## config.mk

```make
export PLATFORM = sky130hd
export DESIGN_NAME = button_reader_flat
export DESIGN_NICKNAME = d
export VERILOG_FILES = /design/src/rtl/button_reader_if.sv /design/src/rtl/button_reader.sv /design/src/flat_wrapper.sv
export SDC_FILE = /design/constraint.sdc
export NUM_CORES = 1
export LEC_CHECK = 0
export ABC_AREA = 1
export CORE_MARGIN = 8
export CORE_UTILIZATION = 30
export CTS_CLUSTER_DIAMETER = 150
export CTS_CLUSTER_SIZE = 8
export DETAILED_ROUTE_END_ITERATION = 8
export HOLD_SLACK_MARGIN = 0.05
export PLACE_DENSITY_LB_ADDON = 0.05
export SKIP_CTS_REPAIR_TIMING = 1
export SLEW_MARGIN = 25
export SYNTH_ARGS = -nofsm -noshare
export SYNTH_HDL_FRONTEND = slang
export SYNTH_SLANG_ARGS = --single-unit
```

## constraint.sdc

```tcl
create_clock -name clk -period 4.1 [get_ports clk]
set_input_delay 1.025 -clock clk [delete_from_list [all_inputs] [get_ports clk]]
set_output_delay 1.025 -clock clk [all_outputs]
set_load 0.01 [all_outputs]
```

## src/rtl/button_reader_if.sv

```systemverilog
// Button reader bus: raw active-low pins in, debounced level and event pulses out.
interface button_reader_if #(
  parameter int N_BTN = 2
);
  logic [N_BTN-1:0] btn_n_i;
  logic [N_BTN-1:0] level_o;
  logic [N_BTN-1:0] press_o;
  logic [N_BTN-1:0] release_o;
  logic [N_BTN-1:0] long_o;

  modport master (
    output btn_n_i,
    input  level_o,
    input  press_o,
    input  release_o,
    input  long_o
  );

  modport slave (
    input  btn_n_i,
    output level_o,
    output press_o,
    output release_o,
    output long_o
  );
endinterface

```

## src/rtl/button_reader.sv

```systemverilog
// Multi-channel push-button reader: synchronize, debounce, and report
// press / release / long-press events per channel with registered outputs.
//
// state        | meaning
// IDLE         | button released, waiting for a pressed sample
// PRESS_WAIT   | qualifying a press; any released sample aborts to IDLE
// PRESSED      | press qualified, long-press timer running
// LONG_HELD    | long press reported, timer frozen until release
// RELEASE_WAIT | qualifying a release; a pressed sample returns to origin
module button_reader #(
  parameter int N_BTN             = 2,
  parameter int DEBOUNCE_CYCLES   = 270000,
  parameter int LONG_PRESS_CYCLES = 27000000
) (
  input logic           clk,
  input logic           rst,
  button_reader_if.slave bus
);

  localparam int CW = $clog2(LONG_PRESS_CYCLES + 1);
  localparam logic [CW-1:0] DEB_TC  = CW'(DEBOUNCE_CYCLES - 1);
  localparam logic [CW-1:0] LONG_TC = CW'(LONG_PRESS_CYCLES - 1);

  typedef enum logic [2:0] {
    IDLE,
    PRESS_WAIT,
    PRESSED,
    LONG_HELD,
    RELEASE_WAIT
  } state_t;

  if (DEBOUNCE_CYCLES < 2 || LONG_PRESS_CYCLES <= DEBOUNCE_CYCLES) begin : g_bad_params
    $fatal(1, "button_reader: need DEBOUNCE_CYCLES >= 2 and LONG_PRESS_CYCLES > DEBOUNCE_CYCLES");
  end

  for (genvar i = 0; i < N_BTN; i++) begin : g_ch
    logic          sync1_q, sync2_q;
    logic          btn_s;
    state_t        state_q, state_d;
    logic [CW-1:0] cnt_q, cnt_d;
    logic          long_flag_q, long_flag_d;
    logic          level_q, level_d;
    logic          press_q, press_d;
    logic          release_q, release_d;
    logic          long_q, long_d;

    assign btn_s = ~sync2_q;

    // Two-flop synchronizer; reset value 1 reads as "released".
    always_ff @(posedge clk) begin
      if (!rst) begin
        sync1_q <= 1'b1;
        sync2_q <= 1'b1;
      end else begin
        sync1_q <= bus.btn_n_i[i];
        sync2_q <= sync1_q;
      end
    end

    // State, timer and registered outputs.
    always_ff @(posedge clk) begin
      if (!rst) begin
        state_q     <= IDLE;
        cnt_q       <= '0;
        long_flag_q <= 1'b0;
        level_q     <= 1'b0;
        press_q     <= 1'b0;
        release_q   <= 1'b0;
        long_q      <= 1'b0;
      end else begin
        state_q     <= state_d;
        cnt_q       <= cnt_d;
        long_flag_q <= long_flag_d;
        level_q     <= level_d;
        press_q     <= press_d;
        release_q   <= release_d;
        long_q      <= long_d;
      end
    end

    // Next-state, timer and event decode; pulses default low every cycle.
    always_comb begin
      state_d     = state_q;
      cnt_d       = cnt_q;
      long_flag_d = long_flag_q;
      level_d     = level_q;
      press_d     = 1'b0;
      release_d   = 1'b0;
      long_d      = 1'b0;
      case (state_q)
        IDLE: begin
          if (btn_s) begin
            state_d = PRESS_WAIT;
            cnt_d   = '0;
          end
        end
        PRESS_WAIT: begin
          if (!btn_s) begin
            state_d = IDLE;
            cnt_d   = '0;
          end else if (cnt_q == DEB_TC) begin
            state_d = PRESSED;
            cnt_d   = '0;
            press_d = 1'b1;
            level_d = 1'b1;
          end else begin
            cnt_d = cnt_q + CW'(1);
          end
        end
        PRESSED: begin
          if (!btn_s) begin
            state_d = RELEASE_WAIT;
            cnt_d   = '0;
          end else if (cnt_q == LONG_TC) begin
            state_d     = LONG_HELD;
            long_d      = 1'b1;
            long_flag_d = 1'b1;
          end else begin
            cnt_d = cnt_q + CW'(1);
          end
        end
        LONG_HELD: begin
          if (!btn_s) begin
            state_d = RELEASE_WAIT;
            cnt_d   = '0;
          end
        end
        RELEASE_WAIT: begin
          if (btn_s) begin
            // A glitch back to pressed resumes where we came from; the
            // long-press timer restarts only when returning to PRESSED.
            state_d = long_flag_q ? LONG_HELD : PRESSED;
            cnt_d   = '0;
          end else if (cnt_q == DEB_TC) begin
            state_d     = IDLE;
            cnt_d       = '0;
            release_d   = 1'b1;
            level_d     = 1'b0;
            long_flag_d = 1'b0;
          end else begin
            cnt_d = cnt_q + CW'(1);
          end
        end
        default: begin
          state_d     = IDLE;
          cnt_d       = '0;
          long_flag_d = 1'b0;
          level_d     = 1'b0;
        end
      endcase
    end

    assign bus.level_o[i]   = level_q;
    assign bus.press_o[i]   = press_q;
    assign bus.release_o[i] = release_q;
    assign bus.long_o[i]    = long_q;
  end

endmodule

```

## src/flat_wrapper.sv

```systemverilog
// flat-port wrapper written by rule: the top's interface ports become plain ports
module button_reader_flat 
#(
  parameter int N_BTN             = 2,
  parameter int DEBOUNCE_CYCLES   = 270000,
  parameter int LONG_PRESS_CYCLES = 27000000
)
  (clk, rst, bus_btn_n_i, bus_level_o, bus_press_o, bus_release_o, bus_long_o);
  button_reader_if #(.N_BTN(N_BTN)) bus_i ();
  input logic clk;
  input logic rst;
  input wire logic [$bits(bus_i.btn_n_i)-1:0] bus_btn_n_i;
  output wire logic [$bits(bus_i.level_o)-1:0] bus_level_o;
  output wire logic [$bits(bus_i.press_o)-1:0] bus_press_o;
  output wire logic [$bits(bus_i.release_o)-1:0] bus_release_o;
  output wire logic [$bits(bus_i.long_o)-1:0] bus_long_o;
  assign bus_i.btn_n_i = bus_btn_n_i;
  assign bus_level_o = bus_i.level_o;
  assign bus_press_o = bus_i.press_o;
  assign bus_release_o = bus_i.release_o;
  assign bus_long_o = bus_i.long_o;
  button_reader #(.N_BTN(N_BTN), .DEBOUNCE_CYCLES(DEBOUNCE_CYCLES), .LONG_PRESS_CYCLES(LONG_PRESS_CYCLES)) u_core (.clk(clk), .rst(rst), .bus(bus_i));
endmodule
```

# [Yosys cells after proc, flatten, opt, wreduce, memory -nomap -nowiden]
# Index checks and enable logic that the tools add are counted.
[word_totals] regBits=70 output_inout_bits=8 elab_cells=141
[op_classes] reduce_logical=20 eq_ne=36 n_addsub=2 n_bitwise=9 mux=56
[op_table] op="25-bit two-way mux" n=14
[op_table] op="25-bit case mux with 5 select lines" n=2
[op_table] op="25-bit by 1-bit adder with 25-bit output, second input constant" n=2
[op_table] op="25-bit by 19-bit == test with 1-bit output, second input constant" n=2
[op_table] op="25-bit == test, second input constant" n=2
[op_table] op="3-bit two-way mux" n=16
[op_table] op="3-bit case mux with 5 select lines" n=2
[op_table] op="5-bit AND reduction" n=6
[op_table] op="3-bit OR reduction" n=8
[op_table] op="2-bit by 1-bit != test with 1-bit output, second input constant" n=10
[op_table] op="1-bit two-way mux" n=18
[op_table] op="3-bit by 2-bit == test with 1-bit output, second input constant" n=4
[op_table] op="2-bit != test, second input constant" n=6
[op_table] op="3-bit by 1-bit != test with 1-bit output, second input constant" n=4
[op_table] op="1-bit case mux with 3 select lines" n=4
[op_table] op="3-bit AND reduction" n=4
[op_table] op="1-bit NOT" n=9
[op_table] op="3-bit by 1-bit == test with 1-bit output, second input constant" n=2
[op_table] op="3-bit == test, second input constant" n=2
[op_table] op="3-bit logical NOT" n=2
[op_table] op="3-bit by 2-bit != test with 1-bit output, second input constant" n=2
[op_table] op="3-bit != test, second input constant" n=2

# [Longest topological paths before layout]
[logic_depth] ltp_word=4 mapped_depth=13

# [Worst setup path before layout]
# OpenSTA, ideal clock, no wires.
[synth_timing] path_kind="flip-flop to flip-flop" start="reg u_core.g_ch[0].cnt_q[0]" end="reg u_core.g_ch[0].cnt_q[13]" synth_period_minus_slack_ns=1.675 path_slack_ns=2.425 path_buffers=1 arrival_ns=1.558 stages_incl_launch_ff=12 cell_sequence="dfxtp_1 > ha_1 > nand2_1 > inv_1 > nand2_1 > nor2_1 > nand3_2 > nand2_1 > nand2_2 > o21ai_4 > buf_8 > nor2_2"
[synth_via] elab_chain_len=4
[synth_lines] element="start: declaration" line="button_reader.sv:40" rtl="logic [CW-1:0] cnt_q, cnt_d;"
[synth_lines] element="start signal: assignment" line="button_reader.sv:72" rtl="cnt_q <= cnt_d;"
[synth_lines] element="25-bit by 1-bit adder with 25-bit output / 25-bit by 19-bit == test with 1-bit output (equally long branches)"
[synth_lines] element="25-bit two-way mux, on equally long branches" line="button_reader.sv:101, button_reader.sv:134, button_reader.sv:114"
[synth_lines] element="25-bit two-way mux, on equally long branches" line="button_reader.sv:129, button_reader.sv:98, button_reader.sv:111"
[synth_lines] element="25-bit case mux with 5 select lines" line="button_reader.sv:90" rtl="case (state_q)"
# Several ways; a longest one is shown, not always the timed one. The select of a mux whose other input is x is not followed.
# A chain may end at the register's enable or synchronous reset.

# [Final worst setup path]
[layout_timing] start="reg u_core.g_ch[1].level_q" end="out bus_level_o[1]"
[layout_lines] element="start: declaration" line="button_reader.sv:42" rtl="logic level_q, level_d;"
[layout_lines] element="start signal: assignment" line="button_reader.sv:74" rtl="level_q <= level_d;"
[layout_lines] element="end: declaration" line="flat_wrapper.sv:13" rtl="output wire logic [$bits(bus_i.level_o)-1:0] bus_level_o;"
# No word-level cell between the ends.

==> impl_metrics.yaml <==
critical_path:
  crit_chain: "clkdlybuf4s50_1"
  critPathBufInv: 1
  critPathKind: "flop to output port"
  cp_max_fo: 2
  cp.required_ps: 3070
  cpPeakStageDelay_ps: 540
  cp-start-kind: "flop"
  cpLargestDelayFamily: "buffers and inverters"
  endpoint_kind: "output port"
  arrival_ps: 1210
  cp_slowest_cell: "clkdlybuf4s50_1"
timing:
  finalSetupViolations: 0
  rsz0062_at_grt: "false"
  timing.final.crit_period_ps: 2232
  setup_ws_ps: 1868
  period_share: 0.5443
  tightest_slew_ps: 689.5
  hold_viol_final: 0
  skew_ps: 5.560
  tns_ps: 0
  slew_headroom: 0.5386
  slew_viol_final: 0
  fmaxAchievable_mhz: 448.1
  holdWs_ps: 412.1
yosys:
  yosysMostFrequentCell: "nand2_1"
  synth-seq-cells: 70
  synth.distinct_cells: 35
  async_flop_share: 0
  yosysTopAreaCellShare: 0.3288
  syn_area_um2: 4262
  synth_ff_type: "dfxtp_1"
  synth.largest_area_cell: "dfxtp_1"
  yosys_warnings: 0
  synth-seq-area-share: 0.3288
  synth-edff-count: 0
  syn_inst: 682
  syn_area_per_cell_um2: 6.249
  synth_nets: 688
  synth_commonest_cells: "nand2_1, nor2_1, inv_1"
  netlist_top_cells_area: "dfxtp_1, nand2_1, nor2_1"
placement:
  dp_hpwl_um: 7976
  globalplace.congestion: 0.8037
  post_dp_cell_area_um2: 4441
  dp_slack_ps: 1630
  portBuffers: 11
clocking:
  cts.sinks: 70
  cts_tree: "yes"
  clockBufferDepth: 2
  cts_max_level: 3
  cts_root_buf: "clkbuf_16"
  clk_latency_ps: 330
  cts_buffers: 9
  clkTransAtPathRegs_ps: 50
finish:
  layout-drive-gt1-share: 0.09855
  seqCellArea_um2: 1401
  area_delta_synth_final_pct: 12.07
  diodes: 0
  final_nets: 691
  fin_area_um2: 4776
  fill_cells: 1555
  multi_input_area_um2: 2345
die:
  num_io_pins: 12
  dieArea_um2: 18280
  start_util: 0.3070
  die_w_um: 135.2
  core-area_um2: 13880
  rows: 43
  die_h_um: 135.2
run:
  maxCapViolations: 0
power:
  ir_drop_v: 0.0001884
  power_per_cell_area_nw_per_um2: 474.5
  finalPower_mw: 2.266
  leakage_nw: 1.786
drt:
  wirelength_um: 10680
  post_drt_wl_per_cell_um: 12.28
  via_per_inst: 4.705
  route.vias.total: 4093
  initialDrtViolationCount: 260
  route.detailed.drc: 0
  dr.pass1.iters: 4
  ant_nets: 0
status:
  outcome: "complete, no violations"
global_routing:
  grt_max_degree: 26
  gr-total-overflow: 0
  grt_pass1_vias: 3784
  grt_pass1_wl_um: 18560
  grt_usage: 0.1259
  antenna_found_initial: 0
min_path:
  hp-class: "flop to flop"
-- placed cells by master (no fill, tap or decap), types with 5 or more instances in the layout --
master           Yosys  layout
nor3_1              18      18
clkdlybuf4s50_1      0      11
dfxtp_1             70      70
o21ai_0             26      26
nor2_2              19      19
clkbuf_16            0       9
a21oi_1             15      15
nand4_1             16      16
nor2_1             115     115
o21bai_1             9       9
inv_1               83      83
nand2_2              6       6
nand2_1            177     177
nand3_1             67      67
or2_2                5       5
inv_2                8       8
-- through the flow --
stage	std cells	utilization
floorplan	682	-
global placement	854	0.3199
detailed placement	854	0.3199
CTS	870	0.3441
global route	870	0.3441
finish	870	0.3441
-- routing by layer --
| layer | wire length (um) | vias up | global-route usage |
|---|---|---|---|
| li1 | - | 2155 | - |
| met1 | 5024 | 1847 | 0.1526 |
| met2 | 5013 | 78 | 0.2096 |
| met3 | 450 | 13 | 0.03709 |
| met4 | 191 | 0 | 0.03886 |
| met5 | 0 | - | 0 |
-- cells by family after synthesis --
group | count (synthesis) | synth area share
AO/OA/AOI/OAI | 60 | 0.08632
buffers and inverters | 113 | 0.1210
adder cells (fa/ha/maj) | 2 | 0.005871
AND/OR/NAND/NOR | 436 | 0.4560
XOR/XNOR | 1 | 0.002056
flip-flops | 70 | 0.3288
-- registers in the layout, summed over array words and instances, names as in the netlist --
name	count
u_core.g_ch.release_q	2
u_core.g_ch.sync2_q	2
u_core.g_ch.cnt_q	50
u_core.g_ch.state_q	6
u_core.g_ch.long_flag_q	2
u_core.g_ch.level_q	2
u_core.g_ch.press_q	2
u_core.g_ch.long_q	2
u_core.g_ch.sync1_q	2
-- layout make-up --
cell class	instances	share of cell area
inverters	93	0.07362
clock inverters	3	0.01362
clock buffers	13	0.05659
well taps	180	0.04716
multi-input cells	499	0.4910
repair buffers	12	0.02463
flip-flops and latches	70	0.2934
-- worst register-to-register path: cells and delay by family, from the launching register on --
kind	cells	cell delay (ps)
AND/OR/NAND/NOR	6	770
AO/OA/AOI/OAI	1	630
flip-flops	1	340
adder cells (fa/ha/maj)	1	220
buffers and inverters	1	100
-- power breakdown --
part / total, mW / internal, mW / switching (mW)
Sequential: 0.772 / 0.726 / 0.0450
Combinational: 0.622 / 0.164 / 0.457
Clock: 0.873 / 0.582 / 0.292
Total: 2.27 / 1.47 / 0.794
-- final timing paths --
check,startpoint,to,slack (ps),cells after the start
hold reg to reg,u_core.g_ch[1].sync1_q,u_core.g_ch[1].sync2_q,410,1
hold / removal,u_core.g_ch[1].sync1_q,u_core.g_ch[1].sync2_q,410,1
setup reg to reg,u_core.g_ch[0].cnt_q[0],u_core.g_ch[0].cnt_q[6],1910,9
setup / recovery,u_core.g_ch[1].level_q,bus_level_o[1],1870,1
No activity file was read; power rests on OpenSTA's default activity.
